[src/rtl/frame_sequencer.sv]
// frame_sequencer: requests frames from a feeder one at a time and counts their bytes.
// Define FRAME_SEQ_LOOP_EN to wrap from LAST_FRAME back to frame 0 instead of stopping in DONE.
module frame_sequencer #(
  parameter int LAST_FRAME  = 124,
  parameter int FRAME_BYTES = 512,
  parameter int GAP_TIMEOUT = 64
) (
  input  logic       clk,
  input  logic       rst,
  input  logic       play,
  input  logic       seek_valid,
  input  logic [6:0] seek_frame,
  input  logic       space_ok,
  input  logic       feed_v,
  output logic       frame_num_iv,
  output logic [6:0] frame_num_id,
  output logic [6:0] cur_frame,
  output logic       busy,
  output logic       frame_done,
  output logic       done,
  output logic       timeout_err
);

  typedef enum logic [2:0] {
    S_IDLE       = 3'd0,
    S_WAIT_SPACE = 3'd1,
    S_ISSUE      = 3'd2,
    S_STREAM     = 3'd3,
    S_DONE       = 3'd4
  } state_t;

  localparam logic [6:0]  LAST_ID   = 7'(LAST_FRAME);
  localparam logic [9:0]  BYTES_LIM = 10'(FRAME_BYTES);
  localparam logic [15:0] GAP_LIM   = 16'(GAP_TIMEOUT);

  state_t      state_q, state_d;
  logic [6:0]  cur_frame_q, cur_frame_d;
  logic [6:0]  frame_num_id_q, frame_num_id_d;
  logic [9:0]  byte_cnt_q, byte_cnt_d;
  logic [15:0] gap_q, gap_d;
  logic        frame_num_iv_q, frame_num_iv_d;
  logic        busy_q, busy_d;
  logic        frame_done_q, frame_done_d;
  logic        done_q, done_d;
  logic        timeout_err_q, timeout_err_d;

  // Seek targets beyond the last playable frame land on the last frame.
  function automatic logic [6:0] clamp_frame(input logic [6:0] f);
    if (f > LAST_ID) begin
      clamp_frame = LAST_ID;
    end else begin
      clamp_frame = f;
    end
  endfunction

  // State register and registered outputs.
  always_ff @(posedge clk) begin
    if (rst) begin
      state_q        <= S_IDLE;
      cur_frame_q    <= 7'd0;
      frame_num_id_q <= 7'd0;
      byte_cnt_q     <= 10'd0;
      gap_q          <= 16'd0;
      frame_num_iv_q <= 1'b0;
      busy_q         <= 1'b0;
      frame_done_q   <= 1'b0;
      done_q         <= 1'b0;
      timeout_err_q  <= 1'b0;
    end else begin
      state_q        <= state_d;
      cur_frame_q    <= cur_frame_d;
      frame_num_id_q <= frame_num_id_d;
      byte_cnt_q     <= byte_cnt_d;
      gap_q          <= gap_d;
      frame_num_iv_q <= frame_num_iv_d;
      busy_q         <= busy_d;
      frame_done_q   <= frame_done_d;
      done_q         <= done_d;
      timeout_err_q  <= timeout_err_d;
    end
  end

  // Next-state logic; outputs are derived from the next state so they align with it.
  always_comb begin
    state_d       = state_q;
    cur_frame_d   = cur_frame_q;
    byte_cnt_d    = byte_cnt_q;
    gap_d         = gap_q;
    frame_done_d  = 1'b0;
    timeout_err_d = timeout_err_q;

    case (state_q)
      S_IDLE: begin
        if (seek_valid) begin
          cur_frame_d = clamp_frame(seek_frame);
        end else begin
          cur_frame_d = cur_frame_q;
        end
        if (play) begin
          state_d = S_WAIT_SPACE;
        end else begin
          state_d = S_IDLE;
        end
      end

      S_WAIT_SPACE: begin
        if (seek_valid) begin
          cur_frame_d = clamp_frame(seek_frame);
        end else begin
          cur_frame_d = cur_frame_q;
        end
        // A seek in the same cycle as space_ok defers the request by a cycle.
        if (!play) begin
          state_d = S_IDLE;
        end else if (!seek_valid && space_ok) begin
          state_d = S_ISSUE;
        end else begin
          state_d = S_WAIT_SPACE;
        end
      end

      S_ISSUE: begin
        state_d    = S_STREAM;
        byte_cnt_d = 10'd0;
        gap_d      = 16'd0;
      end

      S_STREAM: begin
        if (feed_v) begin
          byte_cnt_d = byte_cnt_q + 10'd1;
          gap_d      = 16'd0;
          if (byte_cnt_d == BYTES_LIM) begin
            frame_done_d = 1'b1;
            if (cur_frame_q < LAST_ID) begin
              cur_frame_d = cur_frame_q + 7'd1;
              state_d     = play ? S_WAIT_SPACE : S_IDLE;
            end else begin
`ifdef FRAME_SEQ_LOOP_EN
              cur_frame_d = 7'd0;
              state_d     = play ? S_WAIT_SPACE : S_IDLE;
`else
              cur_frame_d = cur_frame_q;
              state_d     = S_DONE;
`endif
            end
          end else begin
            state_d = S_STREAM;
          end
        end else begin
          // A stalled feeder drops back to IDLE; cur_frame is kept so the frame is retried.
          gap_d = gap_q + 16'd1;
          if (gap_d == GAP_LIM) begin
            timeout_err_d = 1'b1;
            state_d       = S_IDLE;
          end else begin
            state_d = S_STREAM;
          end
        end
      end

      S_DONE: begin
        if (seek_valid) begin
          cur_frame_d = clamp_frame(seek_frame);
          state_d     = S_IDLE;
        end else begin
          state_d = S_DONE;
        end
      end

      default: begin
        state_d = S_IDLE;
      end
    endcase

    frame_num_iv_d = (state_d == S_ISSUE);
    frame_num_id_d = (state_d == S_ISSUE) ? cur_frame_q : frame_num_id_q;
    busy_d         = (state_d == S_ISSUE) || (state_d == S_STREAM);
    done_d         = (state_d == S_DONE);
  end

  assign frame_num_iv = frame_num_iv_q;
  assign frame_num_id = frame_num_id_q;
  assign cur_frame    = cur_frame_q;
  assign busy         = busy_q;
  assign frame_done   = frame_done_q;
  assign done         = done_q;
  assign timeout_err  = timeout_err_q;

endmodule

[config.mk]
export PLATFORM = sky130hd
export DESIGN_NAME = frame_sequencer
export DESIGN_NICKNAME = d
export VERILOG_FILES = /design/src/rtl/frame_sequencer.sv
export SDC_FILE = /design/constraint.sdc
export NUM_CORES = 1
export LEC_CHECK = 0
export CELL_PAD_IN_SITES_DETAIL_PLACEMENT = 1
export CELL_PAD_IN_SITES_GLOBAL_PLACEMENT = 2
export CORE_MARGIN = 8
export CORE_UTILIZATION = 32
export DETAILED_ROUTE_END_ITERATION = 8
export PLACE_DENSITY = 0.89
export RECOVER_POWER = 50
export SETUP_SLACK_MARGIN = 0.5
export SLEW_MARGIN = 15
export SYNTH_ARGS = -nofsm -noshare
export SYNTH_HDL_FRONTEND = slang
export SYNTH_SLANG_ARGS = --single-unit
[constraint.sdc]
create_clock -name clk -period 2.8 [get_ports clk]
set_clock_uncertainty 0.1 [all_clocks]
set_input_delay 0.84 -clock clk [delete_from_list [all_inputs] [get_ports clk]]
set_output_delay 0.84 -clock clk [all_outputs]
set_load 0.03 [all_outputs]
Word-level counts from Yosys, hierarchy flattened
Index checks and enable logic that the tools add are counted.
{"block": "totals", "register_bits": 48, "elab_cells": 61, "out_inout_bits": 19, "inputBits": 13}
{"block": "classes", "n_mux": 20, "n_eq_ne": 13, "add_sub_neg": 3, "n_lt_le_gt_ge": 2, "n_bitwise": 2, "reduce_logical": 11}
{"operator": "$mux 7", "count": 5}
{"operator": "$pmux 16 s2", "count": 1}
{"operator": "$pmux 10 s2", "count": 1}
{"operator": "$add 16x1->16 const B", "count": 1}
{"operator": "$eq 16x7->1 const B", "count": 1}
{"operator": "$mux 16", "count": 1}
{"operator": "$pmux 3 s5", "count": 1}
{"operator": "$pmux 7 s2", "count": 1}
{"operator": "$eq 3x2->1 const B", "count": 4}
{"operator": "$mux 3", "count": 4}
{"operator": "$add 10x1->10 const B", "count": 1}
{"operator": "$eq 10x10->1 const B", "count": 1}
{"operator": "$mux 10", "count": 1}
{"operator": "$add 7x1->7 const B", "count": 1}
{"operator": "$gt 7x7->1 const B", "count": 1}
{"operator": "$lt 7x7->1 const B", "count": 1}
{"operator": "$eq 3x3->1 const B", "count": 2}
{"operator": "$mux 2", "count": 3}
{"operator": "$ne 2x2->1 const B", "count": 3}
{"operator": "$reduce_or 3->1", "count": 2}
{"operator": "$reduce_and 5->1", "count": 1}
{"operator": "$reduce_bool 2->1", "count": 2}
{"operator": "$eq 3x1->1 const B", "count": 1}
{"operator": "$logic_not 3->1", "count": 1}
{"operator": "other kinds (8)", "count": 10}

Longest topological paths before layout
Gate-level depths: netlist of the first run.
{"block": "logic_depth", "ltp_word": 7, "ltp_mapped": 8, "depth_no_buf": 7}

Least setup slack after synthesis of the first run
No wires, ideal clock.
{"block": "synth_path", "path_kind": "input to register", "start": "input space_ok", "end": "register frame_num_id_q[3] (netlist: frame_num_id[3])", "t_required_ns": 2.633, "stages": 8, "slack_ns": 0.509, "n_path_buf": 2, "setup_ns": 0.067, "arrival_time_ns": 2.123, "cell_sequence": "nor2b_1 nand4bb_1 clkbuf_1 inv_1 nor2_1 or4_1 buf_6 a21oi_4"}
{"block": "synth_between", "elab_chain_len": 5}
{"element": "start: declaration", "line": "13", "text": "input logic space_ok,"}
{"element": "$logic_and 1x1->1", "line": "115", "text": "end else if (!seek_valid && space_ok) begin"}
{"element": "$mux 2", "line": "115"}
{"element": "$mux 2", "line": "113", "text": "if (!play) begin"}
{"element": "$pmux 3 s5", "line": "92", "text": "case (state_q)"}
{"element": "$eq 3x2->1", "line": "176", "text": "frame_num_id_d = (state_d == S_ISSUE) ? cur_frame_q : frame_num_id_q;"}
{"element": "end signal: assignment", "line": "72", "text": "frame_num_id_q <= frame_num_id_d;"}
{"element": "end: declaration", "line": "38", "text": "logic [6:0] frame_num_id_q, frame_num_id_d;"}
No other way between the ends.
A chain may end at the register's enable or synchronous reset.

Final worst setup path of the first run
{"block": "layout_path", "start": "input feed_v", "end": "register gap_q[11]"}
{"block": "layout_between", "elab_chain_len": 2}
{"element": "start: declaration", "line": "14", "text": "input logic feed_v,"}
{"element": "$mux 16", "line": "129", "text": "if (feed_v) begin"}
{"element": "$pmux 16 s2", "line": "92"}
{"element": "end signal: assignment", "line": "74", "text": "gap_q <= gap_d;"}
{"element": "end: declaration", "line": "40", "text": "logic [15:0] gap_q, gap_d;"}
No other way between the ends.

==> results of run 1 <==
[timing repair]
action | in CTS | in global routing
hold buffers | 0 | 0
endpoints found under the setup margin | 30 | 21
pin swaps | 5 | 6
resized for setup | 20 | 22
cloned | 0 | 0
buffers inserted | 7 | 6
[logic make-up (layout without fill, tap and decap cells)]
group,after synthesis,count (layout)
AO/OA/AOI/OAI,93,93
flip-flops,48,48
adder cells (fa/ha/maj),4,4
buffers and inverters,28,77
XOR/XNOR,6,6
AND/OR/NAND/NOR,177,177
multiplexers,1,1
[layout make-up]
| cell class | count | area share |
|---|---|---|
| multi-input combinational | 281 | 0.4889 |
| inverter | 6 | 0.006637 |
| tap | 105 | 0.03872 |
| sequential | 48 | 0.2861 |
| clock buffer | 6 | 0.02434 |
| clock inverter | 2 | 0.01143 |
| timing repair buffer | 63 | 0.1438 |
[worst paths after layout]
check / endpoint / slack [ps]
worst max-delay path: gap_q[11] / 320
worst min register to register: frame_num_id[1] / 380
worst min-delay path: frame_num_id[1] / 380
worst max register to register: frame_num_id[2] / 430
[sequential cells by signal, summed over array words and instances (netlist names)]
| register | count |
|---|---|
| busy | 1 |
| byte_cnt_q | 10 |
| cur_frame | 7 |
| done | 1 |
| frame_done | 1 |
| frame_num_id | 7 |
| frame_num_iv | 1 |
| gap_q | 16 |
| state_q | 3 |
| timeout_err | 1 |
[cells in the final DEF (no fill, tap or decap), types with 2 or more instances in the layout]
master	n
nor2_1	57
dfxtp_1	44
nand2_1	35
a21oi_1	34
buf_4	27
o21ai_0	19
nor3_1	18
nand3_1	16
clkdlybuf4s50_1	12
dlygate4sd2_1	11
a31oi_1	10
clkbuf_1	9
nand4_1	8
or2_2	7
and3_1	6
clkbuf_8	6
inv_1	5
xnor2_1	5
a21oi_2	5
nor3b_1	5
nor2b_1	4
a311oi_1	4
nor4_1	4
a21o_1	3
a22oi_1	3
ha_1	3
nand3_2	2
nand2b_1	2
o211ai_1	2
nor2_2	2
o31ai_1	2
a211oi_1	2
dfxtp_4	2
dfxtp_2	2
clkbuf_2	2
[through the flow]
| stage | setup TNS [ps] | utilization | worst slack (ps) | area [um2] |
|---|---|---|---|---|
| 6_report | 0 | 0.4172 | 321.9 | 3393 |
| 5_1_grt | 0 | 0.4172 | 196.0 | 3393 |
| 4_1_cts | 0 | 0.4104 | 504.5 | 3338 |
| 3_5_place_dp | -43.82 | 0.3859 | -13.71 | 3139 |
| 3_3_place_gp | 0 | 0.3859 | 27.12 | 3139 |
| 2_1_floorplan | 0 | - | 509.2 | 2653 |
[per-layer routing]
metal,global-route usage,vias to the layer above,part of all wire
li1,-,1366,-
met1,0.1767,1361,0.45
met2,0.2586,25,0.51
met3,0.02519,8,0.027
met4,0.04020,0,0.0091
met5,0,-,0
[critical path: cells and delay by family]
family | cells | cell delay [ps]
buf+inv | 3 | 810
compound gates | 1 | 70
simple gates | 3 | 900
[power groups by stage]
stage | clock network, mW | registers (mW) | logic (mW)
after floorplan | 0 | 0.737 | 0.0552
after global placement | 0 | 0.722 | 0.135
after detailed placement | 0 | 0.723 | 0.138
after CTS | 0.563 | 0.707 | 0.138
after global routing | 0.593 | 0.708 | 0.147
final | 0.547 | 0.706 | 0.135
==> impl_metrics.csv, run 1 <==
group,metric,value,unit
synth,yosysSeqAreaShare,0.3623,
global_route,grt_pass1_wl,13890,um
sta,period_needed,2478,ps
route,viasPerCell,5.401,
clocking,cts.sinks,48,
power_and_ir_drop,power_frac_comb,0.097,
flow_run,cap_viol_max_count,0,
die,die_y,107.0,um
synth,synth_top_family_by_area,"simple AND/OR/NAND/NOR gates",
sta,slew-limit-headroom,0.4520,
synth,synth.top_cell.area_share,0.3623,
synth,synthTopCellsByArea,"dfxtp_1 (36%), nor2_1 (8.3%), a21oi_1 (6.4%)",
synth,synth_edf_count,0,
worst_setup_path,worstSetupStartpoint,"feed_v",
place,placed_cells,490,
place,numPortBuffers,31,
clocking,cts_tree,"built",
run_status,status,"finished, final reports clean",
synth,synth-compound-area-share,0.2259,
worst_setup_path,timing.rr.start,"byte_cnt_q[1]",
synth,synth-xor-area-share,0.01981,
sta,worstMarginPinSlew,822.0,ps
synth,synth.avg_cell_area,7.430,um2
worst_setup_path,cp.required,2930,ps
synth,dominantRegCellSynth,"dfxtp_1",
sta,clock.fmax,0.4035,GHz
final_layout,filler_cell_count,1004,
synth,ys_warn_count,0,
final_layout,final_nets,422,
power_and_ir_drop,power_density,409.0,mW/mm2
power_and_ir_drop,p_int,1.037,mW
worst_setup_path,crit_type,"primary input to flip-flop",
die,die_w,107.0,um
clocking,clk_latency,310,ps
synth,synthDistinctLibCells,46,
synth,yosysTopAreaCell,"dfxtp_1",
global_route,grt-ovfl-total,0,
route,drcViolationCount,0,
synth,synth_mux_area_frac,0.005189,
power_and_ir_drop,clockPowerShare,0.394,
die,rows,33,
clocking,cts_max_level,2,
route,num_vias,2760,
synth,synthAdderAreaFrac,0.01887,
final_layout,area_delta_synth_final,27.92,%
final_layout,multi_input_area,0.001659,mm2
route,firstDrtPassIters,4,
synth,syn_inst,357,
synth,yosysMostFrequentCell,"nor2_1",
sta,setup_viol,0,
global_route,antenna_found_initial,0,
global_route,grt_max_degree,36,
route,wl_per_cell,16.69,um
place,gp_congestion,0.7921,
clocking,clockBufferDepth,2,
route,ant_nets,0,
final_layout,diodes,0,
clocking,cts_buffers,5,
synth,syn_nets,374,
global_route,grt.total_usage,0.1463,
power_and_ir_drop,seqPwrFrac,0.508,
worst_setup_path,cp_max_fo,20,
route,detail_route.iter0.violations,112,
synth,async_flop_share,0,
worst_setup_path,cp_slowest_cell,"or3_1",
die,io_pins,32,
worst_setup_path,arrival,2610,ps
clocking,clkTransAtPathRegs,90,ps
worst_setup_path,critPathCaptureType,"flip-flop",
power_and_ir_drop,power,1.388,mW
place,dp_hpwl,5740,um
clocking,cts_root_buf,"clkbuf_8",
die,core-area,0.008134,mm2
final_layout,drive_gt1_frac,0.1773,
worst_setup_path,cpPeakStageDelay,420,ps
synth,syn-cell-area,0.002653,mm2
power_and_ir_drop,switching_share,0.2530,
final_layout,stdcell_count,511,
power_and_ir_drop,p_switching,0.3510,mW
sta,rsz0062_at_grt,"yes",
synth,synth.cells.most_frequent,"nor2_1 (59), dfxtp_1 (48), nand2_1 (35)",
hold_path,min_from,"frame_num_id[1]",
global_route,grt_pass1_vias,2855,
power_and_ir_drop,cellLeakagePower,1.275,nW
worst_setup_path,cp-start-kind,"primary input",
worst_setup_path,crit_chain,"dlygate4sd2_1, clkbuf_1, or3_1, clkbuf_2, nor4_1, a21oi_1, nor2_1",
sta,drv_slew,0,
synth,ys_ff_latch,48,
sta,finalHoldViolCount,0,
route,wl,8529,um
hold_path,whs_path_depth,2,
hold_path,min_path_type,"flip-flop to flip-flop",
die,start_util,0.3261,
power_and_ir_drop,vdd_drop_max,0.0001684,V
die,dieArea,0.01146,mm2
sta,period_share,0.8850,
sta,holdWs,377.5,ps
synth,synth_simple_gate_area_frac,0.3226,
worst_setup_path,reg2reg_depth,8,
final_layout,seqCellArea,970.9,um2
Power figures use the tool's default switching activity.
==> run 2, diff against run 1 <==
--- a/config.mk
+++ b/config.mk
@@ -10,7 +10,7 @@
 export CORE_MARGIN = 8
 export CORE_UTILIZATION = 32
 export DETAILED_ROUTE_END_ITERATION = 8
-export PLACE_DENSITY = 0.89
+export PLACE_DENSITY_LB_ADDON = 0.08
 export RECOVER_POWER = 50
 export SETUP_SLACK_MARGIN = 0.5
 export SLEW_MARGIN = 15
==> run 2 against run 1 <==
Non-clock buffer count unchanged. Combinational power increased by 7%. Wire length decreased by 1.5%. Clock-buffer cell count increased by 1. Critical path depth unchanged. Highest routed layer unchanged.
==> impl_metrics.csv, run 2 (synthesis results as in run 1) <==
group,metric,value,unit
run_status,status,"finished, final reports clean",
sta,clock.fmax,0.4211,GHz
power_and_ir_drop,power_frac_comb,0.111,
power_and_ir_drop,vdd_drop_max,0.0002211,V
global_route,grt_pass1_wl,13860,um
sta,setup_viol,0,
place,numPortBuffers,31,
route,detail_route.iter0.violations,71,
sta,period_needed,2375,ps
final_layout,final_common_cell,"nor2_1",
power_and_ir_drop,power_density,384.8,mW/mm2
route,viasPerCell,5.305,
final_layout,drive_gt1_frac,0.1773,
die,die_w,107.0,um
worst_setup_path,cp-start-kind,"primary input",
worst_setup_path,critPathCaptureType,"flip-flop",
clocking,cts_tree,"built",
final_layout,area_delta_synth_final,27.17,%
power_and_ir_drop,p_int,0.9511,mW
route,wl_per_cell,16.44,um
clocking,cts_buffers,5,
worst_setup_path,arrival,2470,ps
sta,rsz0062_at_grt,"yes",
global_route,grt-ovfl-total,0,
power_and_ir_drop,cellLeakagePower,1.267,nW
die,io_pins,32,
hold_path,min_path_type,"flip-flop to flip-flop",
global_route,grt_pass1_vias,2816,
power_and_ir_drop,seqPwrFrac,0.542,
global_route,grt_max_degree,36,
route,wl,8399,um
die,start_util,0.3261,
clocking,clockBufferDepth,2,
power_and_ir_drop,switching_share,0.2672,
die,dieArea,0.01146,mm2
power_and_ir_drop,clockPowerShare,0.347,
clocking,cts_max_level,2,
clocking,clk_latency,300,ps
die,die_y,107.0,um
worst_setup_path,cp_max_fo,20,
global_route,grt.total_usage,0.1470,
place,dp_hpwl,5755,um
worst_setup_path,crit_type,"primary input to flip-flop",
final_layout,diodes,0,
final_layout,layout_common_cells,"nor2_1 (57), dfxtp_1 (45), nand2_1 (35)",
sta,worstMarginPinSlew,816.7,ps
sta,drv_slew,0,
route,ant_nets,0,
sta,slew-limit-headroom,0.4556,
die,core-area,0.008134,mm2
final_layout,reg_top3,"gap_q x16, byte_cnt_q x10",
flow_run,cap_viol_max_count,0,
sta,finalHoldViolCount,0,
worst_setup_path,cp.required,2890,ps
sta,period_share,0.8481,
sta,fin_setup_tns,0,ps
final_layout,top_register,"gap_q",
final_layout,postLayoutCoreUtil,0.4147,
global_route,antenna_found_initial,0,
final_layout,largest_register_ffs,16,
route,drcViolationCount,0,
clocking,cts.sinks,48,
power_and_ir_drop,p_switching,0.3469,mW
place,gp_congestion,0.7358,
clocking,clkTransAtPathRegs,90,ps
clocking,cts_root_buf,"clkbuf_8",
die,rows,33,
route,num_vias,2711,
power_and_ir_drop,power,1.298,mW
final_layout,final_nets,422,
route,firstDrtPassIters,4,
clocking,hold_buffers,0,
run 2: metal layers:
layer,GRT usage,up-vias,wire [um]
met4,0.02915,0,47
li1,-,1367,-
met2,0.2538,21,4066
met5,0,-,0
met1,0.1877,1319,4099
met3,0.02340,4,186
run 2: repair_timing:
action / CTS / global route
gates cloned: 0 / 1
resized for setup: 18 / 27
setup endpoints to repair: 28 / 26
buffers inserted: 4 / 5
pin swaps: 2 / 9
run 2: power groups by stage:
stage | clock network (mW) | registers [mW] | logic, mW
global route | 0.507 | 0.706 | 0.157
floorplan | 0 | 0.737 | 0.0552
detailed placement | 0 | 0.722 | 0.142
global placement | 0 | 0.722 | 0.142
CTS | 0.473 | 0.706 | 0.142
finish | 0.450 | 0.704 | 0.144
run 2: final timing paths:
| kind | slack [ps] | end | depth (start not counted) | startpoint |
|---|---|---|---|---|
| worst max-delay path | 430 | gap_q[12] | 7 | feed_v |
| worst max register to register | 490 | frame_num_id[2] | 8 | byte_cnt_q[0] |
| worst min register to register | 360 | frame_num_id[6] | 2 | frame_num_id[6] |
| worst min-delay path | 360 | frame_num_id[6] | 2 | frame_num_id[6] |
run 2: cell type report:
| class | count | area (um2) |
|---|---|---|
| Timing Repair Buffer | 63 | 491.7 |
| Sequential cell | 48 | 969.7 |
| Multi-Input combinational cell | 281 | 1664 |
| Fill cell | 1026 | 4761 |
| Clock inverter | 1 | 7.507 |
| Clock buffer | 7 | 86.33 |
| Inverter | 6 | 22.52 |
| Tap cell | 105 | 131.4 |
run 2: through the flow:
stage	setup slack (ps)	hold slack (ps)	instance area, um2	instances
2_1_floorplan	509.2	362.5	2653	357
3_3_place_gp	107.5	343.4	3162	493
3_5_place_dp	51.43	353.7	3162	493
4_1_cts	493.9	368.0	3307	505
5_1_grt	308.3	395.3	3373	511
6_report	425.4	360.8	3373	511
run 2: critical path: stages:
cell and delay, ps:
dlygate4sd2_1 280, clkbuf_1 180, or3_1 390, clkbuf_2 300, nor2_1 170, nor2_1 50
a311oi_1 260
==> run 3, diff against run 2 <==
==> constraint.sdc (replaced) <==
create_clock -name clk -period 2.3 [get_ports clk]
set_clock_uncertainty 0.1 [all_clocks]
set_input_delay 0.69 -clock clk [delete_from_list [all_inputs] [get_ports clk]]
set_output_delay 0.69 -clock clk [all_outputs]
set_load 0.03 [all_outputs]
==> run 3 against run 2 <==
Combinational power grew 37%. Core utilization grew 6.9 points. Critical endpoint is now frame_num_id[4]. Clock power grew 21%. Register-to-register slack lost 340 ps. Clock-buffer cell count is the same. Critical path depth shrank 1. Sequential cell count is the same. Sequential share of layout area shrank 3.1 points. Worst hold slack gained 9.2 ps. Setup slack lost 300 ps. Total power grew 23%.
==> impl_metrics.csv, run 3 (synthesis results as in run 1) <==
group,metric,value,unit
route,viasPerCell,5.417,
route,detail_route.iter0.violations,144,
run_status,status,"finished, final reports clean",
worst_setup_path,cp_slowest_cell,"dlygate4sd3_1",
power_and_ir_drop,clockPowerShare,0.342,
clocking,cts_root_buf,"clkbuf_8",
power_and_ir_drop,switching_share,0.2712,
final_layout,filler_cell_count,987,
power_and_ir_drop,seqPwrFrac,0.534,
clocking,clkTransAtPathRegs,100,ps
place,dp_hpwl,6036,um
hold_path,min_path_type,"flip-flop to flip-flop",
die,start_util,0.3261,
flow_run,cap_viol_max_count,0,
final_layout,layout_common_cells,"nor2_1 (52), buf_4 (45), nand2_1 (33)",
worst_setup_path,cp_max_fo,7,
final_layout,final_common_cell,"nor2_1",
worst_setup_path,crit_chain,"dlygate4sd3_1, inv_1, nand2_1, or4_4, buf_8, a21oi_2",
final_layout,fin_area,0.003931,mm2
final_layout,multi_input_area,0.001897,mm2
global_route,grt_pass1_vias,3063,
clocking,clk_latency,300,ps
power_and_ir_drop,vdd_drop_max,0.0002436,V
sta,setup_viol,0,
final_layout,seqCellArea,0.001008,mm2
route,ant_nets,0,
worst_setup_path,arrival,2320,ps
sta,period_share,0.9468,
hold_path,whs_path_depth,2,
global_route,grt_pass1_wl,15350,um
place,gp_congestion,0.7872,
global_route,grt-ovfl-total,0,
route,wl,9610,um
place,placed_cells,513,
power_and_ir_drop,p_int,1.163,mW
final_layout,stdcell_count,542,
final_layout,diodes,0,
sta,rsz0062_at_grt,"yes",
final_layout,final_nets,453,
worst_setup_path,cpPeakStageDelay,580,ps
final_layout,largest_register_ffs,16,
route,drcViolationCount,0,
clocking,cts.sinks,48,
route,firstDrtPassIters,4,
global_route,grt.total_usage,0.1629,
die,dieArea,0.01146,mm2
route,wl_per_cell,17.73,um
global_route,antenna_found_initial,0,
worst_setup_path,crit_type,"primary input to flip-flop",
sta,finalHoldViolCount,0,
route,num_vias,2936,
clocking,cts_buffers,5,
clocking,cts_tree,"built",
sta,clock.fmax,0.4592,GHz
power_and_ir_drop,power_density,406.0,mW/mm2
final_layout,top_register,"gap_q",
worst_setup_path,cp.depth,6,
worst_setup_path,reg2reg_depth,8,
power_and_ir_drop,power_frac_comb,0.124,
sta,drv_slew,0,
final_layout,drive_gt1_frac,0.3547,
clocking,cts_max_level,2,
die,rows,33,
worst_setup_path,critPathCaptureType,"flip-flop",
worst_setup_path,critPathTopFamily,"buffers and inverters",
die,die_y,107.0,um
global_route,grt_max_degree,36,
final_layout,area_delta_synth_final,48.21,%
sta,slew-limit-headroom,0.7139,
die,io_pins,32,
sta,period_needed,2178,ps
sta,fin_setup_tns,0,ps
worst_setup_path,cp-start-kind,"primary input",
place,placed_area,0.003390,mm2
power_and_ir_drop,cellLeakagePower,1.499,nW
worst_setup_path,critPathBufInv,3,
place,numPortBuffers,31,
final_layout,reg_top3,"gap_q x16, byte_cnt_q x10",
worst_setup_path,cp.required,2440,ps
sta,worstMarginPinSlew,431.0,ps
power_and_ir_drop,p_switching,0.4329,mW
die,die_w,107.0,um
die,core-area,0.008134,mm2
clocking,clockBufferDepth,2,
## run 3: changes by cell type in the layout (fill, tap and decap cells not counted), sizes merged
cell,delta
dlymetal6s2s,+1
buf,+33
clkdlybuf4s50,-5
clkbuf,+10
dlygate4sd2,-8
## run 3: worst paths after layout
check	startpoint	endpoint	slack, ps
max	rst	frame_num_id[4]	120
min	frame_num_id[0]	frame_num_id[0]	370
max reg2reg	byte_cnt_q[1]	frame_num_id[4]	150
min reg2reg	frame_num_id[0]	frame_num_id[0]	370
## run 3: stage by stage
step             util  hold WS, ps  total power, mW  worst slack, ps
2_1_floorplan       -        367.6           0.9700            245.7
3_3_place_gp   0.4167        351.5            1.057           -232.0
3_5_place_dp   0.4167        357.6            1.059           -272.0
4_1_cts        0.4736        380.6            1.622            82.47
5_1_grt        0.4833        398.6            1.680            64.61
6_report       0.4833        370.0            1.596            122.3
## run 3: final cells by class
type | count | area share
sequential | 48 | 0.2565
multi-input combinational | 281 | 0.4825
timing repair buffer | 94 | 0.1973
inverter | 6 | 0.006365
tap | 105 | 0.03342
clock buffer | 7 | 0.02196
clock inverter | 1 | 0.001910
## run 3: tightest hold or removal path, delay by kind of cell, from the launching register on
kind / cells / cell delay [ps]
DFF: 1 / 320
AOI/OAI and AO/OA: 1 / 50
and+or+nand+nor: 1 / 70
## run 3: repair_timing
| item | in CTS | in global routing |
|---|---|---|
| gates resized for setup | 132 | 52 |
| hold buffers | 0 | 0 |
| pin swaps | 26 | 22 |
| buffers inserted | 11 | 7 |
| cloned | 2 | 1 |
| endpoints found under the setup margin | 59 | 47 |
## run 3: routing by layer
layer	vias up	GRT usage	routed length [um]
met5	-	0	0
met4	0	0.04322	144
met3	14	0.02400	208
met2	33	0.2824	4769
met1	1446	0.2041	4488
li1	1443	-	-
## run 3: power by group through the flow
stage	logic [mW]	clock network, mW	registers, mW
6_report	0.197	0.546	0.853
5_1_grt	0.213	0.611	0.855
4_1_cts	0.199	0.567	0.856
3_5_place_dp	0.179	0	0.881
3_3_place_gp	0.177	0	0.880
2_1_floorplan	0.0724	0	0.898
